## src/rtl/div_pkg.sv

```systemverilog
// Shared encodings and helpers for the sequential integer divider.
package div_pkg;

  localparam int XLEN_DEFAULT = 32;
  localparam int CNT_W_DEFAULT = 5;

  typedef enum logic [1:0] {
    DIV  = 2'b00,
    DIVU = 2'b01,
    REM  = 2'b10,
    REMU = 2'b11
  } op_e;

  typedef enum logic [1:0] {
    IDLE = 2'b00,
    RUN  = 2'b01,
    DONE = 2'b10
  } state_e;

  function automatic logic is_signed_op(op_e op);
    return (op == DIV) || (op == REM);
  endfunction

  function automatic logic is_rem_op(op_e op);
    return (op == REM) || (op == REMU);
  endfunction

endpackage

```

## src/rtl/div_step.sv

```systemverilog
// One restoring-division iteration: shift the next dividend bit into the
// partial remainder and subtract the divisor when it fits.
module div_step #(
  parameter int XLEN = 32
) (
  input  logic [XLEN-1:0] rem,
  input  logic [XLEN-1:0] quo,
  input  logic [XLEN-1:0] divisor,
  output logic [XLEN-1:0] rem_next,
  output logic [XLEN-1:0] quo_next
);

  logic [XLEN:0]   shifted;
  logic [XLEN-1:0] diff;

  // NOTE: every always_comb output gets a value on every path, so no latch is inferred.
  always_comb begin
    shifted = {rem, quo[XLEN-1]};
    // Low XLEN bits of the XLEN+1-bit difference are exact whenever it is taken.
    diff    = shifted[XLEN-1:0] - divisor;
    if (shifted >= {1'b0, divisor}) begin
      rem_next = diff;
      quo_next = {quo[XLEN-2:0], 1'b1};
    end else begin
      rem_next = shifted[XLEN-1:0];
      quo_next = {quo[XLEN-2:0], 1'b0};
    end
  end

endmodule

```

## src/rtl/seq_divider.sv

```systemverilog
// Multi-cycle signed/unsigned divider: one quotient bit per clock, fixed
// latency, busy_o stalls the pipeline and valid_o pulses with the result.
module seq_divider
  import div_pkg::*;
#(
  parameter int XLEN  = XLEN_DEFAULT,
  parameter int CNT_W = CNT_W_DEFAULT
) (
  input  logic            clk_i,
  input  logic            rst_i,
  input  logic            start_i,
  input  logic [1:0]      op_i,
  input  logic [XLEN-1:0] dividend_i,
  input  logic [XLEN-1:0] divisor_i,
  input  logic            flush_i,
  output logic            busy_o,
  output logic            valid_o,
  output logic [XLEN-1:0] result_o
);

  state_e           state;
  op_e              op_q;
  logic [XLEN-1:0]  rem_q, quo_q, dvsr_q;
  logic [XLEN-1:0]  rem_nx, quo_nx;
  logic             sign_q, sign_r, div0_q, last_q;
  logic [CNT_W-1:0] cnt_q;

  logic             accept, in_signed;
  op_e              op_in;
  logic [XLEN-1:0]  dividend_mag, divisor_mag;
  logic [XLEN-1:0]  quotient, remainder, final_result;

  assign op_in     = op_e'(op_i);
  assign in_signed = is_signed_op(op_in);
  assign accept    = (state == IDLE) && start_i && !flush_i;

  assign dividend_mag = (in_signed && dividend_i[XLEN-1]) ? -dividend_i : dividend_i;
  assign divisor_mag  = (in_signed && divisor_i[XLEN-1])  ? -divisor_i  : divisor_i;

  div_step #(.XLEN(XLEN)) u_step (
    .rem      (rem_q),
    .quo      (quo_q),
    .divisor  (dvsr_q),
    .rem_next (rem_nx),
    .quo_next (quo_nx)
  );

  // A zero divisor leaves |dividend| in the remainder, so re-signing it
  // already reproduces the original dividend; only the quotient is forced.
  assign quotient     = div0_q ? '1 : (sign_q ? -quo_q : quo_q);
  assign remainder    = sign_r ? -rem_q : rem_q;
  assign final_result = is_rem_op(op_q) ? remainder : quotient;

  // NOTE: operand/partial-result registers carry no reset; they are always
  // loaded on accept before being read, so only control state is reset.
  always_ff @(posedge clk_i) begin
    if (accept) begin
      op_q   <= op_in;
      quo_q  <= dividend_mag;
      dvsr_q <= divisor_mag;
      rem_q  <= '0;
      sign_q <= in_signed && (dividend_i[XLEN-1] ^ divisor_i[XLEN-1]);
      sign_r <= in_signed && dividend_i[XLEN-1];
      div0_q <= (divisor_i == '0);
    end else if (state == RUN && !last_q) begin
      rem_q <= rem_nx;
      quo_q <= quo_nx;
    end
  end

  // NOTE: sequential state uses non-blocking assignments so every register
  // samples pre-edge values regardless of statement order.
  always_ff @(posedge clk_i) begin
    if (rst_i) begin
      state    <= IDLE;
      busy_o   <= 1'b0;
      valid_o  <= 1'b0;
      result_o <= '0;
      cnt_q    <= '0;
      last_q   <= 1'b0;
    end else begin
      case (state)
        IDLE: begin
          valid_o <= 1'b0;
          if (accept) begin
            state  <= RUN;
            busy_o <= 1'b1;
            cnt_q  <= '0;
            last_q <= 1'b0;
          end
        end
        RUN: begin
          if (flush_i) begin
            state  <= IDLE;
            busy_o <= 1'b0;
          end else if (last_q) begin
            // All XLEN steps are done; publish the re-signed result.
            state    <= DONE;
            busy_o   <= 1'b0;
            valid_o  <= 1'b1;
            result_o <= final_result;
          end else begin
            cnt_q <= cnt_q + 1'b1;
            if (cnt_q == CNT_W'(XLEN - 1)) last_q <= 1'b1;
          end
        end
        DONE: begin
          state   <= IDLE;
          valid_o <= 1'b0;
        end
        default: begin
          state   <= IDLE;
          busy_o  <= 1'b0;
          valid_o <= 1'b0;
        end
      endcase
    end
  end

endmodule

```

## config.mk

```make
export PLATFORM = sky130hd
export DESIGN_NAME = seq_divider
export DESIGN_NICKNAME = d
export VERILOG_FILES = /design/src/rtl/div_pkg.sv /design/src/rtl/div_step.sv /design/src/rtl/seq_divider.sv
export SDC_FILE = /design/constraint.sdc
export NUM_CORES = 1
export LEC_CHECK = 0
export CAP_MARGIN = 20
export CORE_ASPECT_RATIO = 1.2
export CORE_MARGIN = 2
export CORE_UTILIZATION = 38
export CTS_BUF_LIST = sky130_fd_sc_hd__clkbuf_4
export DETAILED_ROUTE_END_ITERATION = 10
export PLACE_DENSITY = 0.58
export SYNTH_ARGS = -nofsm -noshare
export SYNTH_HDL_FRONTEND = slang
export SYNTH_HIERARCHICAL = 1
export SYNTH_SLANG_ARGS = --single-unit
```

## constraint.sdc

```tcl
create_clock -name clk_i -period 6.6 [get_ports clk_i]
set_clock_uncertainty 0.05 [all_clocks]
set_input_delay 1.32 -clock clk_i [delete_from_list [all_inputs] [get_ports clk_i]]
set_output_delay 1.32 -clock clk_i [all_outputs]
set_load 0.1 [all_outputs]
```

## Word-level counts from Yosys, hierarchy flattened

Index checks and enable logic that the tools add are counted.

| storage, ports and cells | value |
|---|---|
| register bits after elaboration | 143 |
| bits of input ports | 70 |
| output and inout bits | 34 |
| word-level logic and storage cells | 83 |

| cells by class | value |
|---|---|
| reduce and logical (&&, ||, !) cells | 22 |
| muxes and demuxes | 27 |
| magnitude comparators | 1 |
| bitwise gates (word level) | 4 |
| equality and inequality tests | 10 |
| $add $sub $neg | 6 |

Operators with widths:

| operator | number |
|---|---|
| $mux 32 | 9 |
| $neg 32->32 | 4 |
| $ge 33x32->1 | 1 |
| $logic_not 32->1 | 1 |
| $sub 32x32->32 | 1 |
| $mux 5 | 3 |
| $pmux 5 s2 | 1 |
| $reduce_and 3->1 | 3 |
| $eq 2x2->1 const B | 4 |
| $mux 1 | 8 |
| $logic_and 1x1->1 | 6 |
| $mux 2 | 3 |
| $ne 2x2->1 const B | 3 |
| $add 5x1->5 const B | 1 |
| $eq 5x5->1 const B | 1 |
| $logic_not 2->1 | 2 |
| $pmux 2 s2 | 1 |
| $reduce_and 2->1 | 2 |
| $reduce_and 4->1 | 1 |
| $reduce_bool 2->1 | 2 |
| $ne 3x3->1 const B | 1 |
| $not 1->1 | 3 |
| $pmux 1 s3 | 1 |
| $eq 2x1->1 const B | 1 |
| 5 further kinds | 7 |

## Logic depth before layout (Yosys ltp)

Gate-level depths: netlist (run 1).

| logic depth | value |
|---|---|
| depth after elaboration | 5 |
| gate-level depth with buffers | 15 |
| mapped depth without buffers | 14 |

## Hierarchy

Netlist (run 1), hierarchy kept.

By module, submodules not included:

| module | instances | cells each | sequential area each (µm²) | area an instance (µm²) |
|---|---|---|---|---|
| seq_divider | 1 | 901 | 3523.4 | 7982.7 |
| div_step | 1 | 357 | 0.0 | 2542.4 |

## Worst setup path before layout (run 1)

OpenSTA, ideal clock, no wires.

| timing path | value |
|---|---|
| kind | in2reg |
| start | input port flush_i |
| end | register div0_q, enable pin |
| buffers on the path | 2 |
| data required time | 6.136 ns |
| stages on the path | 5 |
| setup time | 0.414 ns |
| path slack | 2.961 ns |
| arrival time | 3.174 ns |
| cell sequence | nor2_1 nand3b_1 clkbuf_1 inv_2 buf_1 |

| between the ends | value |
|---|---|
| word-level cells in the longest chain between the ends | 2 |

Ends and longest elaborated chain:

| what | line | text |
|---|---|---|
| from (decl) | seq_divider.sv:15 | `input logic flush_i,` |
| $logic_not 1->1 | seq_divider.sv:35 | `assign accept = (state == IDLE) && start_i && !flush_i;` |
| $logic_and 1x1->1 | seq_divider.sv:35 |  |
| via accept | seq_divider.sv:28 | `logic accept, in_signed;` |
| to (signal assigned) | seq_divider.sv:64 | `div0_q <= (divisor_i == '0);` |
| to (decl) | seq_divider.sv:25 | `logic sign_q, sign_r, div0_q, last_q;` |

The timed path passes the listed nets, and every way through them passes these cells.
A chain may end at the register's enable or synchronous reset.

## Final worst setup path (run 1)

| timing path | value |
|---|---|
| start | register quo_q[31] |
| end | register rem_q[30] |

| between the ends | value |
|---|---|
| word-level cells in the longest chain between the ends | 2 |
| elaborated cells between the ends (all ways) | 3 |
| classes of those cells | add/sub (1); order compare (1); mux (1) |

Ends and longest elaborated chain:

| what | line | text |
|---|---|---|
| from (decl) | seq_divider.sv:23 | `logic [XLEN-1:0] rem_q, quo_q, dvsr_q;` |
| from (signal assigned) | seq_divider.sv:59 | `quo_q <= dividend_mag;` |
| from (signal assigned) | seq_divider.sv:67 | `quo_q <= quo_nx;` |
| $sub 32x32->32 / $ge 33x32->1 (equally long branches) | div_step.sv:20, div_step.sv:21 |  |
| $mux 32 * | div_step.sv:21 | `if (shifted >= {1'b0, divisor}) begin` |
| via rem_nx[30] | seq_divider.sv:24 | `logic [XLEN-1:0] rem_nx, quo_nx;` |
| to (signal assigned) | seq_divider.sv:66 | `rem_q <= rem_nx;` |
| to (decl) | seq_divider.sv:23 |  |

Mark *: on every way through the listed nets, which the timed path passes. The rest lies on a longest branch.

==> results of run 1 <==
## registers in the layout (all words and copies together), names as in the netlist, 2 cells and up
register / count
quo_q: 32
state: 2
cnt_q: 5
result_o: 32
dvsr_q: 32
rem_q: 32
## stage by stage
step	setup slack, ns	power, mW
after floorplan	2.96	1.28
after global placement	2.47	1.39
after detailed placement	2.52	1.39
after CTS	2.84	1.99
after global routing	2.65	2.07
final	2.86	1.97
## power by group
group          internal, mW  switching [mW]  leakage [nW]  total [mW]
logic                 0.154           0.212          3.27       0.366
registers             0.968          0.0361          1.24        1.00
clock network         0.267           0.337         0.165       0.604
## placed cells by master, fill, tap and decap left out, types with 9 or more instances in the layout
| master | count |
|---|---|
| a31oi_1 | 11 |
| clkdlybuf4s50_1 | 103 |
| edfxtp_1 | 68 |
| nand4_1 | 17 |
| mux2_1 | 29 |
| o31ai_1 | 27 |
| or4_1 | 9 |
| dfxtp_1 | 74 |
| a21o_1 | 30 |
| nand3_1 | 24 |
| or3_1 | 13 |
| xor2_1 | 75 |
| a221oi_1 | 15 |
| a21oi_1 | 109 |
| nor3_1 | 31 |
| buf_4 | 12 |
| nor2_1 | 81 |
| inv_1 | 62 |
| xnor2_1 | 60 |
| nand2_1 | 161 |
| ha_1 | 38 |
| o21ai_0 | 82 |
| clkbuf_4 | 18 |
| nor4_1 | 15 |
## routing by layer
layer	GRT usage	share of wire	up-vias
met3	0.0283	0.043	35
met5	0	0	-
met4	0.0543	0.022	0
met2	0.294	0.45	235
met1	0.251	0.48	4142
li1	-	-	4610
## how the worst min path moves through the flow
stage / startpoint / to / slack [ns]
floorplan: cnt_q[4]$_SDFFE_PP0P_ / cnt_q[4]$_SDFFE_PP0P_ / 0.39
global placement: result_o[15]$_SDFFE_PP0P_ / result_o[15]$_SDFFE_PP0P_ / 0.39
detailed placement: result_o[15]$_SDFFE_PP0P_ / result_o[15]$_SDFFE_PP0P_ / 0.40
CTS: result_o[9]$_SDFFE_PP0P_ / result_o[9]$_SDFFE_PP0P_ / 0.42
global route: result_o[9]$_SDFFE_PP0P_ / result_o[9]$_SDFFE_PP0P_ / 0.44
finish: result_o[9]$_SDFFE_PP0P_ / result_o[9]$_SDFFE_PP0P_ / 0.41
## cell type report
type	count	area, um2	share of cell area
Sequential cell	142	3520	0.296
Multi-Input combinational cell	961	6280	0.528
Antenna cell	1	2.50	0.000211
Clock buffer	18	135	0.0114
Timing Repair Buffer	115	1120	0.0943
Tap cell	340	425	0.0358
Inverter	63	236	0.0199
Clock inverter	14	164	0.0138
## logic make-up (layout without fill, tap and decap cells)
group,Yosys count,in the layout,synth area share
buffers and inverters,155,210,0.0689
muxes,36,36,0.0377
other,0,1,0
and+or+nand+nor,409,409,0.190
xor gates and xnor gates,135,135,0.112
AOI/OAI and AO/OA,342,342,0.209
adders and majority gates,39,39,0.0471
DFF,142,142,0.335
## worst max-delay path: stages (launching register included)
cell       delay [ns]
edfxtp_1         0.48
inv_1            0.17
ha_1             0.28
fa_1             0.40
nor2b_1          0.20
o2111ai_1        0.15
nand3_1          0.12
a31oi_1          0.18
o41a_1           0.42
nor4b_1          0.45
nor2_1           0.14
xnor2_1          0.15
mux2_1           0.28
nand2_1          0.06
a21oi_1          0.06
==> metrics.cfg, run 1 <==
[timing]
final.period_utilization = 0.567
relSlewSlack = 0.321
maxSlewViolCount = 0
whs_ns = 0.413
finalCriticalPeriod_ns = 3.74
max_freq_mhz = 267
setup_tns_ns = 0
rsz0062_at_grt = false
tightest_slew_ns = 1.02
hold_viol = 0
final-setup-viol-count = 0

[power]
power.density_cell_area_mw_per_mm2 = 166
p_leak_nw = 4.67
ir_drop_mv = 0.128

[worst_setup_path]
end_kind = flop
r2r_slack_ns = 2.86
worstSetupPathType = flop to flop
crit_path_start = quo_q[31]$_DFFE_PP_
crit_required_ns = 6.98
critPathCapture = rem_q[30]$_SDFFE_PP0P_
start_kind = flop
worstPathArrival_ns = 4.12
rr_startpoint = quo_q[31]$_DFFE_PP_
worstRegToRegCells = 14
critPathMaxFanout = 4
r2r-end = rem_q[30]$_SDFFE_PP0P_

[worst_hold_path]
hold_depth = 2
hold_path_class = flop to flop

[placed_design]
port_buffers = 103
gp_congestion = 0.877
placed_cell_area_mm2 = 0.0116
dp_hpwl_um = 20300
dp.cells = 1621

[cts]
cts_tree = done
cts_made_buffers = 17
clock-sinks = 142
hold_buffers = 0
clkLatencyLatePin_ns = 0.56
path_clk_slew_ns = 0.13
clock-root-buffer = clkbuf_4
h-tree-depth = 4
clock_path_buffers = 2
postCtsResizedCells = 0
cts_post_setup_buffers_inserted = 0

[logic_synthesis]
syn_avg_cell_area_um2 = 8.37
syn_area_mm2 = 0.0105
ys.warnings.count = 6
netlist_instances = 1258
synth_ff_type = dfxtp_1
ys_types = 73
synth_top_area_share = 0.194
synth_fp_nets = 1367
async_reset_ff_frac = 0
synth_top_cell_by_area = edfxtp_1
synth_seq_area_share = 0.335
synth_common_cells = nand2_1 (161), a21oi_1 (109), nor2_1 (82), o21ai_0 (82), xor2_1 (75)
ys_ff_latch = 142
synth_edf_count = 68
yosysMostFrequentCell = nand2_1
yosys-top-cells-area = edfxtp_1 (19%), dfxtp_1 (14%), xor2_1 (6.2%), nand2_1 (5.7%), a21oi_1 (5.2%)

[layout]
stdcell_count = 1654
fin_area_mm2 = 0.0119
filler_cell_count = 2749
fin_nets = 1409
area_growth_syn_to_layout_pct = 12.9
fin_util = 0.438
drive_above_1_share = 0.0533

[detailed_routing]
vias = 9022
ant_nets = 0
wl_per_cell_um = 16.0
avgViaCountPerCell = 5.45
drtPass1Iterations = 5
wl_um = 26500
drc = 0
dr.first_iter.drc_count = 548

[floorplan]
initial_core_util = 0.387
rows = 66
die_height_um = 186
die_area_mm2 = 0.0291
core_mm2 = 0.0272
chipWidth_um = 156
ioPinCount = 104

[global_routing]
overflow = 0
grt_pass1_vias = 8456
grt_max_degree = 67
grt_pass1_wl_um = 43000
grt_antenna_before_repair = 1
grt_use_total = 0.182

[job]
maxCapViolCount = 0

[status]
run_status = completed

Note: power is estimated with default switching activity, not from simulation.
==> run 2: changes to the inputs <==
==> constraint.sdc (replaced) <==
create_clock -name clk_i -period 3.7 [get_ports clk_i]
set_clock_uncertainty 0.05 [all_clocks]
set_input_delay 0.74 -clock clk_i [delete_from_list [all_inputs] [get_ports clk_i]]
set_output_delay 0.74 -clock clk_i [all_outputs]
set_load 0.1 [all_outputs]
==> run 2 against run 1 <==
Compared with the run above:
- power rose by 81%
- sequential share of layout area fell by 0.61 points
- sequential cell count did not move
- global-route usage rose by 0.40 points
- critical endpoint is now rem_q[28]$_SDFFE_PP0P_
- highest routed layer unchanged
==> metrics.cfg, run 2 (synthesized netlist as in run 1, its figures left out) <==
[timing]
final.period_utilization = 0.943
rsz0062_at_grt = false
setup_tns_ns = 0
finalCriticalPeriod_ns = 3.49
relSlewSlack = 0.320
hold_viol = 0
tightest_slew_ns = 1.02
max_freq_mhz = 286
worst_slack_ns = 0.209
final-setup-viol-count = 0
maxSlewViolCount = 0

[placed_design]
port_buffers = 103
post-place-ws_ns = 0.189
dp_hpwl_um = 20900
gp_congestion = 0.854

[detailed_routing]
vias = 9185
avgViaCountPerCell = 5.46
ant_nets = 0
wl_um = 27400
drc = 0
dr.first_iter.drc_count = 665
wl_per_cell_um = 16.3
drtPass1Iterations = 7

[cts]
clock-sinks = 142
clkLatencyLatePin_ns = 0.56
cts_made_buffers = 17
path_clk_slew_ns = 0.14
cts_tree = done
h-tree-depth = 4
clock_path_buffers = 2
clock-root-buffer = clkbuf_4

[power]
power.density_cell_area_mw_per_mm2 = 295
p_int_mw = 2.49
p_comb_frac = 0.188
p_clk_frac = 0.311
ir_drop_mv = 0.209
p_switching_mw = 1.09
pwr-share-seq = 0.501
swShare = 0.304
p_leak_nw = 4.82

[global_routing]
grt_antenna_before_repair = 1
grt_pass1_wl_um = 43800
overflow = 0
grt_pass1_vias = 8645
grt_max_degree = 69
grt_use_total = 0.186

[worst_setup_path]
worstPathArrival_ns = 3.89
end_kind = flop
worstSetupPathType = flop to flop
critPathMaxFanout = 4
start_kind = flop
crit_required_ns = 4.10

[floorplan]
die_area_mm2 = 0.0291
die_height_um = 186
initial_core_util = 0.387
rows = 66
ioPinCount = 104
core_mm2 = 0.0272
chipWidth_um = 156

[layout]
final-seq-area_mm2 = 0.00352
multi_input_comb_area_mm2 = 0.00628
layout_commonest_cell = nand2_1
fin_util = 0.447
final_cell_mix = nand2_1 (161), a21oi_1 (109), clkdlybuf4s50_1 (103), o21ai_0 (82), nor2_1 (81)
area_growth_syn_to_layout_pct = 15.3
filler_cell_count = 2732
drive_above_1_share = 0.0739
fin_nets = 1436

[status]
run_status = completed

[job]
maxCapViolCount = 0

[worst_hold_path]
hold_path_class = flop to flop

[run 2: path summary, 6_finish.rpt]
kind,startpoint,end,slack (ns),cells after the start
setup reg to reg,quo_q[31]$_DFFE_PP_,rem_q[28]$_SDFFE_PP0P_,0.21,14
hold reg to reg,result_o[27]$_SDFFE_PP0P_,result_o[27]$_SDFFE_PP0P_,0.41,2
setup / recovery,quo_q[31]$_DFFE_PP_,rem_q[28]$_SDFFE_PP0P_,0.21,14
hold / removal,result_o[27]$_SDFFE_PP0P_,result_o[27]$_SDFFE_PP0P_,0.41,2
[run 2: per-layer routing]
layer  vias up  global-route usage  part of all wire
li1       4661                   -                 -
met1      4236               0.255              0.47
met2       260               0.302              0.46
met3        28              0.0251             0.046
met4         0              0.0607             0.022
met5         -                   0                 0
[run 2: layout make-up]
type,instances,share of cell area
Tap cell,340,0.0351
Clock buffer,17,0.0105
Sequential cell,142,0.290
Inverter,63,0.0195
Antenna cell,1,0.000206
Multi-Input combinational cell,961,0.518
Timing Repair Buffer,142,0.111
Clock inverter,15,0.0153
[run 2: power by group through the flow]
stage / registers, mW / clock network [mW] / logic, mW
final: 1.79 / 1.12 / 0.674
after global placement: 1.83 / 0 / 0.670
after global routing: 1.80 / 1.20 / 0.751
after CTS: 1.79 / 1.15 / 0.677
after floorplan: 1.81 / 0 / 0.473
after detailed placement: 1.83 / 0 / 0.671
[run 2: worst max-delay path, stage by stage, from the launching register on]
cell	delay (ns)
edfxtp_1	0.42
inv_1	0.12
ha_1	0.25
fa_1	0.40
nor2b_1	0.17
o2111ai_1	0.14
and3_1	0.24
o2111ai_1	0.30
a21oi_1	0.21
o31ai_1	0.38
a31oi_1	0.16
xnor2_1	0.14
mux2_1	0.28
nand2_1	0.06
a21oi_1	0.06
[run 2: what timing repair did]
item	4_1_cts	5_1_grt
hold buffers	0	0
endpoints found under the setup margin	0	1
setup buffers	0	0
resized for setup	0	1
[run 2: stage by stage]
| step | cells | power [mW] | hold slack, ns | cell area [um2] |
|---|---|---|---|---|
| 2_1_floorplan | 1258 | 2.28 | 0.386 | 10500 |
| 3_5_place_dp | 1648 | 2.50 | 0.401 | 11800 |
| 5_1_grt | 1681 | 3.76 | 0.437 | 12100 |
| 4_1_cts | 1680 | 3.62 | 0.420 | 12100 |
| 6_report | 1681 | 3.58 | 0.415 | 12100 |
| 3_3_place_gp | 1648 | 2.50 | 0.386 | 11800 |
==> run 3: changes to the inputs <==
--- a/config.mk
+++ b/config.mk
@@ -8,10 +8,12 @@
 export CAP_MARGIN = 20
 export CORE_ASPECT_RATIO = 1.2
 export CORE_MARGIN = 2
-export CORE_UTILIZATION = 38
+export CORE_UTILIZATION = 48
 export CTS_BUF_LIST = sky130_fd_sc_hd__clkbuf_4
 export DETAILED_ROUTE_END_ITERATION = 10
-export PLACE_DENSITY = 0.58
+export MAX_ROUTING_LAYER = met4
+export PLACE_DENSITY = 0.7
+export SKIP_LAST_GASP = 1
 export SYNTH_ARGS = -nofsm -noshare
 export SYNTH_HDL_FRONTEND = slang
 export SYNTH_HIERARCHICAL = 1
==> run 3 against run 2 <==
Compared with the run above:
- worst setup slack better by 0.0018 ns
- hold slack worse by 0.0018 ns
- critical path depth unchanged
- cell count fell by 4.1%
- count of clock-buffer cells in the layout is the same
- critical path type unchanged
==> metrics.cfg, run 3 (synthesized netlist as in run 1, its figures left out) <==
[worst_setup_path]
crit_required_ns = 4.10
end_kind = flop
worstSetupPathType = flop to flop
worstPathArrival_ns = 3.89
start_kind = flop
critPathMaxFanout = 4

[timing]
final-setup-viol-count = 0
hold_viol = 0
tightest_slew_ns = 1.02
relSlewSlack = 0.321
max_freq_mhz = 287
whs_ns = 0.413
setup_tns_ns = 0
rsz0062_at_grt = false
finalCriticalPeriod_ns = 3.49
maxSlewViolCount = 0
final.period_utilization = 0.943

[global_routing]
grt_pass1_vias = 8961
grt_max_degree = 70
use_met1 = 0.302
grt_pass1_wl_um = 44100
met3_usage = 0.0283
grt_use_total = 0.239
grt_antenna_before_repair = 1
busiest_layer = met2
grtUsageMet2 = 0.389
overflow = 0

[status]
run_status = completed

[layout]
fin_nets = 1433
layout_commonest_cell = nand2_1
drive_above_1_share = 0.0711
final_cell_mix = nand2_1 (161), a21oi_1 (109), clkdlybuf4s50_1 (103), o21ai_0 (82), nor2_1 (81)
fin_area_mm2 = 0.0120
area_growth_syn_to_layout_pct = 14.1

[cts]
postCtsResizedCells = 0
clkLatencyLatePin_ns = 0.58
cts_tree = done
h-tree-depth = 4
clock-root-buffer = clkbuf_4
cts_made_buffers = 17
hold_buffers = 0
cts_post_setup_buffers_inserted = 0
clock_path_buffers = 2
path_clk_slew_ns = 0.14
clock-sinks = 142

[power]
p_leak_nw = 4.80
p_int_mw = 2.42
ir_drop_mv = 0.215
power.density_cell_area_mw_per_mm2 = 292
p_comb_frac = 0.192
report.power.total_mw = 3.51
swShare = 0.309
p_clk_frac = 0.297
p_switching_mw = 1.08
pwr-share-seq = 0.511

[detailed_routing]
dr.first_iter.drc_count = 775
wl_per_cell_um = 16.8
ant_nets = 0
drc = 0
avgViaCountPerCell = 5.76
drtPass1Iterations = 5
vias = 9280
wl_um = 27000

[placed_design]
port_buffers = 103
gp_congestion = 0.936
placed_cell_area_mm2 = 0.0117
dp_hpwl_um = 20300

[worst_hold_path]
hold_path_class = flop to flop

[floorplan]
die_area_mm2 = 0.0231
rows = 59
chipWidth_um = 139
core_mm2 = 0.0216
ioPinCount = 104
die_height_um = 166
initial_core_util = 0.487

[job]
maxCapViolCount = 0

## run 3: routing by layer
| layer | wire, um | vias to the layer above |
|---|---|---|
| li1 | - | 4659 |
| met1 | 12100 | 4265 |
| met2 | 12700 | 302 |
| met3 | 1310 | 54 |
| met4 | 909 | 0 |
| met5 | 0 | - |
## run 3: area by class of cell
type / count / area, um2
antenna: 1 / 2.50
clock buffer: 17 / 128
clock inverter: 15 / 164
fill: 2049 / 9620
inverter: 63 / 236
multi-input combinational: 961 / 6280
sequential: 142 / 3520
tap: 274 / 343
timing repair buffer: 139 / 1340
## run 3: path summary, 6_finish.rpt
path         depth (start not counted)                      to  slack (ns)           startpoint
min                                  2     busy_o$_SDFFE_PP0P_        0.41  busy_o$_SDFFE_PP0P_
min reg2reg                          2     busy_o$_SDFFE_PP0P_        0.41  busy_o$_SDFFE_PP0P_
max reg2reg                         14  rem_q[28]$_SDFFE_PP0P_        0.21  quo_q[31]$_DFFE_PP_
max                                 14  rem_q[28]$_SDFFE_PP0P_        0.21  quo_q[31]$_DFFE_PP_
## run 3: stage by stage
step | setup WS, ns | util | std cells
5_1_grt | 0.0557 | 0.555 | 1612
6_report | 0.211 | 0.555 | 1612
2_1_floorplan | 0.641 | - | 1258
3_5_place_dp | 0.279 | 0.542 | 1579
4_1_cts | 0.242 | 0.555 | 1611
3_3_place_gp | 0.320 | 0.542 | 1579
## run 3: worst max-delay path, cell delays in order (launching register included)
cell	delay, ns
edfxtp_1	0.44
inv_1	0.12
ha_1	0.26
fa_1	0.42
nor2b_1	0.17
o2111ai_1	0.15
and3_1	0.25
o2111ai_1	0.26
a21oi_1	0.19
o31ai_1	0.39
a31oi_1	0.16
xnor2_1	0.14
mux2_1	0.28
nand2_1	0.06
a21oi_1	0.06
## run 3: power groups by stage
stage | combinational (mW) | clock [mW] | sequential, mW
6_report | 0.674 | 1.04 | 1.79
4_1_cts | 0.673 | 1.07 | 1.79
3_3_place_gp | 0.659 | 0 | 1.82
5_1_grt | 0.749 | 1.14 | 1.80
2_1_floorplan | 0.473 | 0 | 1.81
3_5_place_dp | 0.667 | 0 | 1.82
